## src/rtl/matrix_pkg.sv

```systemverilog
// Shared definitions for the 2x2 matrix loader and multiplier:
// loader states, operand layout and datapath widths.
package matrix_pkg;

    localparam int MAT_ELEMS = 8;
    localparam int OP_W      = 8;
    localparam int RES_W     = 16;

    localparam logic [2:0] IDX_A11 = 3'd0;
    localparam logic [2:0] IDX_A12 = 3'd1;
    localparam logic [2:0] IDX_A21 = 3'd2;
    localparam logic [2:0] IDX_A22 = 3'd3;
    localparam logic [2:0] IDX_B11 = 3'd4;
    localparam logic [2:0] IDX_B12 = 3'd5;
    localparam logic [2:0] IDX_B21 = 3'd6;
    localparam logic [2:0] IDX_B22 = 3'd7;

    typedef enum logic [1:0] {
        RESET_IDLE = 2'd0,
        COLLECT    = 2'd1,
        ISSUE      = 2'd2,
        WAIT       = 2'd3
    } loader_state_t;

endpackage

```

## src/rtl/matrix_loader.sv

```systemverilog
// Collects an 8-byte framed stream into 2x2 operand registers, fires a
// one-cycle start to the multiplier and holds operands until done or timeout.
module matrix_loader
    import matrix_pkg::*;
#(
    parameter int TIMEOUT = 64
) (
    input  logic            clk,
    input  logic            rst_n,
    input  logic            s_valid,
    input  logic [OP_W-1:0] s_data,
    input  logic            s_last,
    output logic            s_ready,
    input  logic            done,
    output logic            start,
    output logic [OP_W-1:0] A11,
    output logic [OP_W-1:0] A12,
    output logic [OP_W-1:0] A21,
    output logic [OP_W-1:0] A22,
    output logic [OP_W-1:0] B11,
    output logic [OP_W-1:0] B12,
    output logic [OP_W-1:0] B21,
    output logic [OP_W-1:0] B22,
    output logic            busy,
    output logic            err_frame,
    output logic            err_timeout,
    output logic [7:0]      frame_cnt
);

    loader_state_t   state_r;
    loader_state_t   state_nxt_s;
    logic [2:0]      idx_r;
    logic [7:0]      tmo_r;
    logic [OP_W-1:0] ops_r [MAT_ELEMS];
    logic            s_ready_r;
    logic            start_r;
    logic            busy_r;
    logic            err_frame_r;
    logic            err_timeout_r;
    logic [7:0]      frame_cnt_r;

    logic            accept_s;
    logic            frame_ok_s;
    logic            frame_err_s;
    logic            done_hit_s;
    logic            tmo_hit_s;

    // Next-state and framing decisions
    always_comb begin
        state_nxt_s = state_r;
        accept_s    = 1'b0;
        frame_ok_s  = 1'b0;
        frame_err_s = 1'b0;
        done_hit_s  = 1'b0;
        tmo_hit_s   = 1'b0;
        case (state_r)
            RESET_IDLE: begin
                state_nxt_s = COLLECT;
            end
            COLLECT: begin
                accept_s = s_valid && s_ready_r;
                if (accept_s && s_last && (idx_r == IDX_B22)) begin
                    frame_ok_s  = 1'b1;
                    state_nxt_s = ISSUE;
                end else if (accept_s && (s_last || (idx_r == IDX_B22))) begin
                    frame_err_s = 1'b1;
                end else begin
                    state_nxt_s = COLLECT;
                end
            end
            ISSUE: begin
                state_nxt_s = WAIT;
            end
            WAIT: begin
                // done takes priority over an expiring timeout
                if (done) begin
                    done_hit_s  = 1'b1;
                    state_nxt_s = COLLECT;
                end else if (tmo_r == 8'd0) begin
                    tmo_hit_s   = 1'b1;
                    state_nxt_s = COLLECT;
                end else begin
                    state_nxt_s = WAIT;
                end
            end
            default: begin
                state_nxt_s = RESET_IDLE;
            end
        endcase
    end

    // State, registered handshake/status outputs, operands and counters
    always_ff @(posedge clk) begin
        if (!rst_n) begin
            state_r       <= RESET_IDLE;
            idx_r         <= 3'd0;
            tmo_r         <= 8'd0;
            s_ready_r     <= 1'b0;
            start_r       <= 1'b0;
            busy_r        <= 1'b0;
            err_frame_r   <= 1'b0;
            err_timeout_r <= 1'b0;
            frame_cnt_r   <= 8'd0;
            for (int i = 0; i < MAT_ELEMS; i++) begin
                ops_r[i] <= '0;
            end
        end else begin
            state_r       <= state_nxt_s;
            s_ready_r     <= (state_nxt_s == COLLECT) && (state_r != RESET_IDLE);
            start_r       <= (state_nxt_s == ISSUE);
            busy_r        <= (state_nxt_s == ISSUE) || (state_nxt_s == WAIT);
            err_frame_r   <= frame_err_s;
            err_timeout_r <= tmo_hit_s;

            if (accept_s) begin
                ops_r[idx_r] <= s_data;
                if (frame_ok_s || frame_err_s) begin
                    idx_r <= 3'd0;
                end else begin
                    idx_r <= idx_r + 3'd1;
                end
            end

            if (done_hit_s) begin
                frame_cnt_r <= frame_cnt_r + 8'd1;
            end

            // Down-counter armed in ISSUE so WAIT lasts exactly TIMEOUT cycles
            if (state_r == ISSUE) begin
                tmo_r <= 8'(TIMEOUT - 1);
            end else if ((state_r == WAIT) && (tmo_r != 8'd0)) begin
                tmo_r <= tmo_r - 8'd1;
            end
        end
    end

    assign s_ready     = s_ready_r;
    assign start       = start_r;
    assign busy        = busy_r;
    assign err_frame   = err_frame_r;
    assign err_timeout = err_timeout_r;
    assign frame_cnt   = frame_cnt_r;

    assign A11 = ops_r[IDX_A11];
    assign A12 = ops_r[IDX_A12];
    assign A21 = ops_r[IDX_A21];
    assign A22 = ops_r[IDX_A22];
    assign B11 = ops_r[IDX_B11];
    assign B12 = ops_r[IDX_B12];
    assign B21 = ops_r[IDX_B21];
    assign B22 = ops_r[IDX_B22];

endmodule
```

## config.mk

```make
export PLATFORM = sky130hd
export DESIGN_NAME = matrix_loader
export DESIGN_NICKNAME = d
export VERILOG_FILES = /design/src/rtl/matrix_pkg.sv /design/src/rtl/matrix_loader.sv
export SDC_FILE = /design/constraint.sdc
export NUM_CORES = 1
export LEC_CHECK = 0
export ABC_AREA = 1
export CAP_MARGIN = 40
export CORE_ASPECT_RATIO = 1.5
export CORE_MARGIN = 2
export CORE_UTILIZATION = 53
export DETAILED_ROUTE_END_ITERATION = 10
export GPL_TIMING_DRIVEN = 0
export PLACE_DENSITY = 0.95
export SKIP_CTS_REPAIR_TIMING = 1
export SLEW_MARGIN = 15
export SYNTH_ARGS = -nofsm -noshare
export SYNTH_HDL_FRONTEND = slang
export SYNTH_SLANG_ARGS = --single-unit
```

## constraint.sdc

```tcl
create_clock -name clk -period 3.48 [get_ports clk]
set_clock_uncertainty 0.15 [all_clocks]
set_input_delay 0.87 -clock clk [delete_from_list [all_inputs] [get_ports clk]]
set_output_delay 0.87 -clock clk [all_outputs]
set_load 0.005 [all_outputs]
```

Yosys cells after proc, flatten, opt, wreduce, memory -nomap -nowiden:

Memory sizes are Yosys's and may differ from the RTL's.
Cells that the tools add are included.

* add/sub/neg operators: 3
* equal/unequal tests: 7
* multiplexer cells: 24
* bitwise logic cells: 2
* reductions and logical operators: 17

Operator list (count)
* 1-bit two-way mux: 14
* 6-bit two-way mux: 2
* 8-bit by 1-bit adder with 8-bit output (second input constant): 1
* 2-bit equality test (second input constant): 4
* 8-bit logical NOT: 1
* 2-bit two-way mux: 4
* 8-bit two-way mux: 1
* 2-bit case mux with 4 select lines: 1
* 8-bit nonzero test: 1
* 8-bit OR reduction: 1
* 8-bit by 1-bit subtractor with 8-bit output (second input constant): 1
* 1-bit logical AND: 6
* 3-bit two-way mux: 2
* 2-bit by 1-bit equality test with 1-bit output (second input constant): 2
* 2-bit nonzero test: 2
* 3-bit by 1-bit adder with 3-bit output (second input constant): 1
* 3-bit equality test (second input constant): 1
* 1-bit logical OR: 3
* 3-bit OR reduction: 1
* 2-bit logical NOT: 1
* 1-bit inverter: 2
* 2-bit OR reduction: 1

* flip-flop bits (word level): 26
* memory bits (writable): 64
* input bits: 13
* memories: 1

Memories
* ops_r: words 8, width 8, read ports 8, clocked after memory_dff 0, write ports 8, line matrix_loader.sv:34 `logic [OP_W-1:0] ops_r [MAT_ELEMS];`

Depth between registers and ports, before layout:

Gate-level depths: netlist (run 1).

* word-level depth: 8
* depth in mapped cells: 9
* depth with buffers taken out: 9

Worst setup path before layout (run 1):

Ideal clock, no wire load.

* kind: input to register
* from: input s_valid
* to: memory ops_r[4][0] (enable)
* library setup time: 0.329 ns
* data arrival time: 1.635 ns
* required time: 3.001 ns
* path slack: 1.366 ns
* stages on the path: 6
* buffers on the path: 0
* path through: nand3_2 clkinv_2 nand2_4 nor2_8 nand2_4 nand2_1

RTL lines
* from (decl): line matrix_loader.sv:10 `input logic s_valid,`
* to (decl): line matrix_loader.sv:34

==> results of run 1 <==
## layout by cell type, fill, tap and decap left out
cell type,netlist,routed
clkinv_2,1,1
inv_1,37,37
clkbuf_8,0,9
buf_2,1,1
nor4_1,1,1
nand2_1,60,60
o21ai_4,1,1
nor2_4,1,1
nand2_2,1,1
clkbuf_1,3,3
nor2_2,2,2
dfxtp_1,25,25
nand2_4,9,9
clkinv_1,0,2
nand3b_1,3,3
bufinv_16,0,2
clkinv_4,0,1
nor3_1,2,2
a21oi_1,17,17
clkinvlp_4,0,1
nor2_8,2,2
edfxtp_1,64,64
a211oi_1,3,3
ha_1,5,5
nand3_2,1,1
o21ai_0,5,5
clkdlybuf4s50_1,0,89
or2_2,1,1
nand3_1,17,17
nand4_1,3,3
nor2_1,83,83
and2_1,1,1
## power groups by stage
stage	sequential (W)	combinational, W	clock [W]
6_report	0.00117	0.000128	0.000743
3_3_place_gp	0.00119	0.000123	0
4_1_cts	0.00117	0.000129	0.000752
3_5_place_dp	0.00120	0.000128	0
2_1_floorplan	0.00120	0.0000376	0
5_1_grt	0.00118	0.000137	0.000791
## registers in the layout, summed over array words and instances, names as in the netlist, 2 cells and up
name,count
tmo_r,8
frame_cnt,8
state_r,2
ops_r,64
idx_r,3
## through the flow
step,std cells,power [W]
after floorplan,349,0.001235
after global placement,516,0.001318
after detailed placement,516,0.001325
after CTS,531,0.002054
after global routing,531,0.002103
final,531,0.002043
## area by class of cell
type | instances | share of cell area
Sequential cell | 89 | 0.4981
Multi-Input combinational cell | 218 | 0.2231
Timing Repair Buffer | 89 | 0.1832
Inverter | 38 | 0.02959
Clock buffer | 9 | 0.02547
Tap cell | 78 | 0.02007
Clock inverter | 6 | 0.01724
Buffer | 4 | 0.003344
## cell families (layout without fill, tap and decap cells)
family                   count (synthesis)  in the layout  share of synthesized area
AO/OA/AOI/OAI                           26             26                    0.04060
flip-flops                              89             89                     0.6605
adder cells (fa/ha/maj)                  5              5                    0.01706
buffers and inverters                   42            146                    0.04367
AND/OR/NAND/NOR                        187            187                     0.2382
## Yosys cell counts (all sizes together) (2+ instances only)
master  instances  share of area
a211oi          3         0.0061
a21oi          17          0.023
clkbuf          3         0.0031
dfxtp          25           0.14
edfxtp         64           0.52
ha              5          0.017
inv            37          0.038
nand2          70          0.091
nand3          18          0.026
nand3b          3         0.0061
nand4           3         0.0051
nor2           88           0.10
nor3            2         0.0027
o21ai           6          0.011
## path summary, 6_finish.rpt
check / to / slack [ns] / cells after the start
min reg2reg: tmo_r[0] / 0.34 / 2
max reg2reg: ops_r[3][6] / 1.53 / 8
min: tmo_r[0] / 0.34 / 2
max: ops_r[3][6] / 0.79 / 4
## layer usage
metal / up-vias / track usage / wire (um)
met5: - / 0 / 0
met4: 0 / 0.1321 / 284
met3: 22 / 0.06023 / 650
met2: 166 / 0.3922 / 4347
met1: 1316 / 0.2513 / 3080
li1: 1340 / - / -
## tightest hold or removal path: stages, from the launching register on
cell and delay (ns):
dfxtp_1 0.33, nand2_1 0.06, a21oi_1 0.06
==> run summary, run 1 <==
Root Driver: clkbuf_8
Worst path max stage delay: 0.54 ns
total area of multi-input combinational cells: 1085 um^2
Main synth FF type: edfxtp_1
setup ws final: 0.7895 ns
number of global-route vias before repair: 2,768
Post-synth ARST share: 0
Fmax: 0.3717 GHz
P_int: 0.001621 W
clk slew on worst S/H paths: 0.08 ns
WL final: 8.362 mm
setup tns final: 0 ns
final hold vios: 0
# DRC: 0
DP Area: 4656 um^2
Hold Path Class: register to register
Max FO, Critical Path: 10
Comb power frac: 0.063
#FFs+latches synth: 89
PortBufs: 89
final cycle utilization of the critical path: 0.7731
CTS tree: done
sequential area share after synthesis: 0.6605
Initial Utilization: 0.5389
RR Startpoint: state_r[0]
post-route cell area: 4863 um^2
static leakage: 2.090 nW
Num CTS Buffers: 9
DR iter-0 viols: 218
syn_nets: 367
Avg Inst Size Synth: 10.51 um^2
status: complete, no violations
final hold slack: 0.3377 ns
Worst setup SP type: input port
clock power share: 0.363
CTS max path bufs: 2
Post-Synthesis Cells: 349
Top delay family on crit path: buffers and inverters
final core utilization: 0.7147
Slew HR: 0.5868
initial antenna violation count: 0
slowest cell on the critical path: clkdlybuf4s50_1
first-pass GRT wire length: 12.99 mm
max-slew violation count: 0
DIE AREA: 7615 um^2
gr usage total: 0.2294
post-synthesis cell area: 3667 um^2
Least-Margin Pin Slew: 0.6198 ns
vias after detailed routing: 2,844
Final min period: 2.691 ns
CP bufs+invs: 3
RSZ-0062 raised after global routing: false
H-tree Lvls: 3
ant diodes: 0
critical path type: input port to register
wire per inst: 15.75 um
CORE AREA: 6805 um^2
Worst Setup End Kind: register
Worst EP required: 3.35 ns
largest net degree at the start of global routing: 15
DP Worst Slack: 0.4586 ns
clock sinks: 89
layout cells sized above 1: 0.07285
Yosys warning total: 0
Std-Cell Rows: 37
maximum capacitance violations: 0
Pwr Density: 420.2 nW/um^2
worst setup path start: rst_n
final net count: 467
maximum vdd drop: 0.3188 mV
Cell variety after synth: 26
HPWL after DPL: 5.963 mm
remaining antenna violation count: 0
IO Pins: 90
Register Area: 2422 um^2
worst hold start: tmo_r[0]
area grow syn2layout: 32.62%
vias per inst: 5.356
clock latency on the worst-skew pair: 0.35 ns
critical-path cell list: clkdlybuf4s50_1 -> buf_2 -> clkbuf_1 -> nand2_1
sw power: 0.0004225 W
switching share of power: 0.2068
drt pass-1 iters: 5
WP data arrival: 2.56 ns
Die H: 105.9 um
fill count: 453
Flop pwr share: 0.574
final setup fails: 0
routability cong.: 0.8202
EDFF count, synth: 64
Chip Width: 71.92 um
gr ovfl total: 0
Power figures use the tool's default switching activity.
==> inputs of run 2 (changes only) <==
--- a/config.mk
+++ b/config.mk
@@ -9,10 +9,10 @@
 export CAP_MARGIN = 40
 export CORE_ASPECT_RATIO = 1.5
 export CORE_MARGIN = 2
-export CORE_UTILIZATION = 53
+export CORE_UTILIZATION = 44
 export DETAILED_ROUTE_END_ITERATION = 10
 export GPL_TIMING_DRIVEN = 0
-export PLACE_DENSITY = 0.95
+export PLACE_DENSITY = 0.86
 export SKIP_CTS_REPAIR_TIMING = 1
 export SLEW_MARGIN = 15
 export SYNTH_ARGS = -nofsm -noshare
==> constraint.sdc (replaced) <==
create_clock -name clk -period 2.2 [get_ports clk]
set_clock_uncertainty 0.15 [all_clocks]
set_input_delay 0.55 -clock clk [delete_from_list [all_inputs] [get_ports clk]]
set_output_delay 0.55 -clock clk [all_outputs]
set_load 0.005 [all_outputs]
==> run summary, run 2 (synthesis gave the netlist of run 1 again) <==
status: complete, no violations
DP Worst Slack: -0.4518 ns (-0.9104 ns)
max reg flops: 64 (unchanged)
Slew HR: 0.7159 (+0.1291)
first-pass GRT wire length: 12.90 mm (-0.74%)
CTS tree: done
metal3 WL: 454 um (-30%)
WL met1: 2.987 mm (-3.0%)
number of global-route vias before repair: 2,756 (-0.43%)
IO Pins: 90 (unchanged)
final core utilization: 0.6165 (-0.09819)
Die H: 115.8 um (+9.4%)
clk slew on worst S/H paths: 0.06 ns (-0.02 ns)
total area of multi-input combinational cells: 1095 um^2 (+0.92%)
CP bufs+invs: 2 (-1)
drt pass-1 iters: 4 (-1)
vias per inst: 4.961 (-7.4%)
Fmax: 0.4672 GHz
clock latency on the worst-skew pair: 0.33 ns (-0.02 ns)
PortBufs: 89 (unchanged)
Pwr Density: 692.3 nW/um^2 (+65%)
slowest cell on the critical path: clkdlybuf4s50_1
largest net degree at the start of global routing: 16 (+1)
final setup fails: 0 (unchanged)
switching share of power: 0.2128 (+0.006023)
gr ovfl total: 0 (unchanged)
Least-Margin Pin Slew: 0.4261 ns (-0.1936 ns)
Finished Layout Cells: 558 (+5.1%)
Worst EP required: 2.05 ns (-1.30 ns)
Max FO, Critical Path: 9 (-1)
WP data arrival: 1.99 ns (-0.57 ns)
Top reg by flops: ops_r
# DRC: 0 (unchanged)
Initial Utilization: 0.4551 (-0.08376)
layout cells sized above 1: 0.08609 (+0.01325)
Critical Path Most Common Cell: nand2_4
maximum capacitance violations: 0 (unchanged)
P_int: 0.002707 W (+67%)
Hold Path Class: register to register
Chip Width: 78.54 um (+9.2%)
final net count: 466 (-0.21%)
critical path type: input port to register
wire per inst: 14.34 um (-9.0%)
most frequent cells in the layout: clkdlybuf4s50_1 (89), nor2_1 (83), edfxtp_1 (64)
final hold vios: 0 (unchanged)
H-tree Lvls: 3 (unchanged)
clock power share: 0.402 (+0.039)
Final min period: 2.140 ns
fill count: 628 (+39%)
Comb power frac: 0.059 (-0.004)
Register Area: 2422 um^2 (unchanged)
routability cong.: 0.8176 (-0.32%)
WL final: 7.999 mm (-4.3%)
top layer in use: met4
final hold slack: 0.3410 ns (+0.003222 ns)
maximum vdd drop: 0.4794 mV (+50%)
RSZ-0062 raised after global routing: true
Worst path max stage delay: 0.48 ns (-0.06 ns)
clock sinks: 89 (unchanged)
Top delay family on crit path: simple AND/OR/NAND/NOR gates
setup ws final: 0.05958 ns (-0.7299 ns)
final cycle utilization of the critical path: 0.9729
CORE AREA: 8058 um^2 (+18%)
vias after detailed routing: 2,768 (-2.7%)
critical-path cell list: clkdlybuf4s50_1 -> nand3_2 -> clkinv_2 -> nand2_4 -> nor2_8 -> nand2_4 -> nand2_1
DR iter-0 viols: 141 (-35%)
Root Driver: clkbuf_16
commonest non-fill, non-tap cell in the layout: clkdlybuf4s50_1
gr usage total: 0.1869 (-0.04247)
DIE AREA: 9096 um^2 (+19%)
metal2 WL: 4.293 mm (-1.2%)
initial antenna violation count: 0 (unchanged)
ant diodes: 0 (unchanged)
area grow syn2layout: 35.45%
max-slew violation count: 0 (unchanged)
Worst Setup End Kind: register
Num CTS Buffers: 9 (unchanged)
Flop pwr share: 0.539 (-0.035)
Inst Count DP: 543 (+5.2%)
Worst setup SP type: input port
Std-Cell Rows: 40 (+8.1%)
static leakage: 2.117 nW (+1.3%)
remaining antenna violation count: 0 (unchanged)
CTS max path bufs: 2 (unchanged)
HPWL after DPL: 6.111 mm (+2.5%)
sw power: 0.0007318 W (+73%)
==> run 2: layout make-up <==
cell class,instances,share of cell area
inverter,38,0.02897
clock inverter,6,0.008564
multi-input combinational,218,0.2204
timing repair buffer,89,0.1793
clock buffer,10,0.04610
tap,105,0.02645
sequential,89,0.4877
buffer,3,0.002519
==> run 2: power by group through the flow <==
stage / logic [W] / registers (W) / clock network [W]
2_1_floorplan: 0.0000595 / 0.00189 / 0
3_3_place_gp: 0.000197 / 0.00189 / 0
3_5_place_dp: 0.000203 / 0.00189 / 0
4_1_cts: 0.000203 / 0.00186 / 0.00140
5_1_grt: 0.000216 / 0.00186 / 0.00147
6_report: 0.000202 / 0.00185 / 0.00138
==> run 2: final timing paths <==
check,startpoint,to,slack [ns],depth (start not counted)
hold reg to reg,tmo_r[0],tmo_r[0],0.34,2
setup / recovery,s_valid,ops_r[6][4],0.06,7
hold / removal,tmo_r[0],tmo_r[0],0.34,2
setup reg to reg,state_r[0],ops_r[6][4],0.26,8
==> run 2: worst reg2reg max path: cells and delay by family, from the launching register on <==
family / cells / cell delay, ns
and+or+nand+nor: 6 / 0.92
DFF: 1 / 0.35
buffers and inverters: 2 / 0.18
==> run 2: per-layer routing <==
metal,global-route usage,up-vias
li1,-,1347
met1,0.1871,1277
met2,0.3453,121
met3,0.04984,23
met4,0.1064,0
met5,0,-
==> run 2: metrics by stage <==
| stage | total power (W) | setup TNS [ns] | area, um^2 |
|---|---|---|---|
| floorplan | 0.001954 | 0 | 3667 |
| global placement | 0.002087 | -27.75 | 4690 |
| detailed placement | 0.002095 | -26.89 | 4690 |
| CTS | 0.003462 | -4.067 | 4961 |
| global route | 0.003544 | -0.3758 | 4967 |
| finish | 0.003439 | 0 | 4967 |
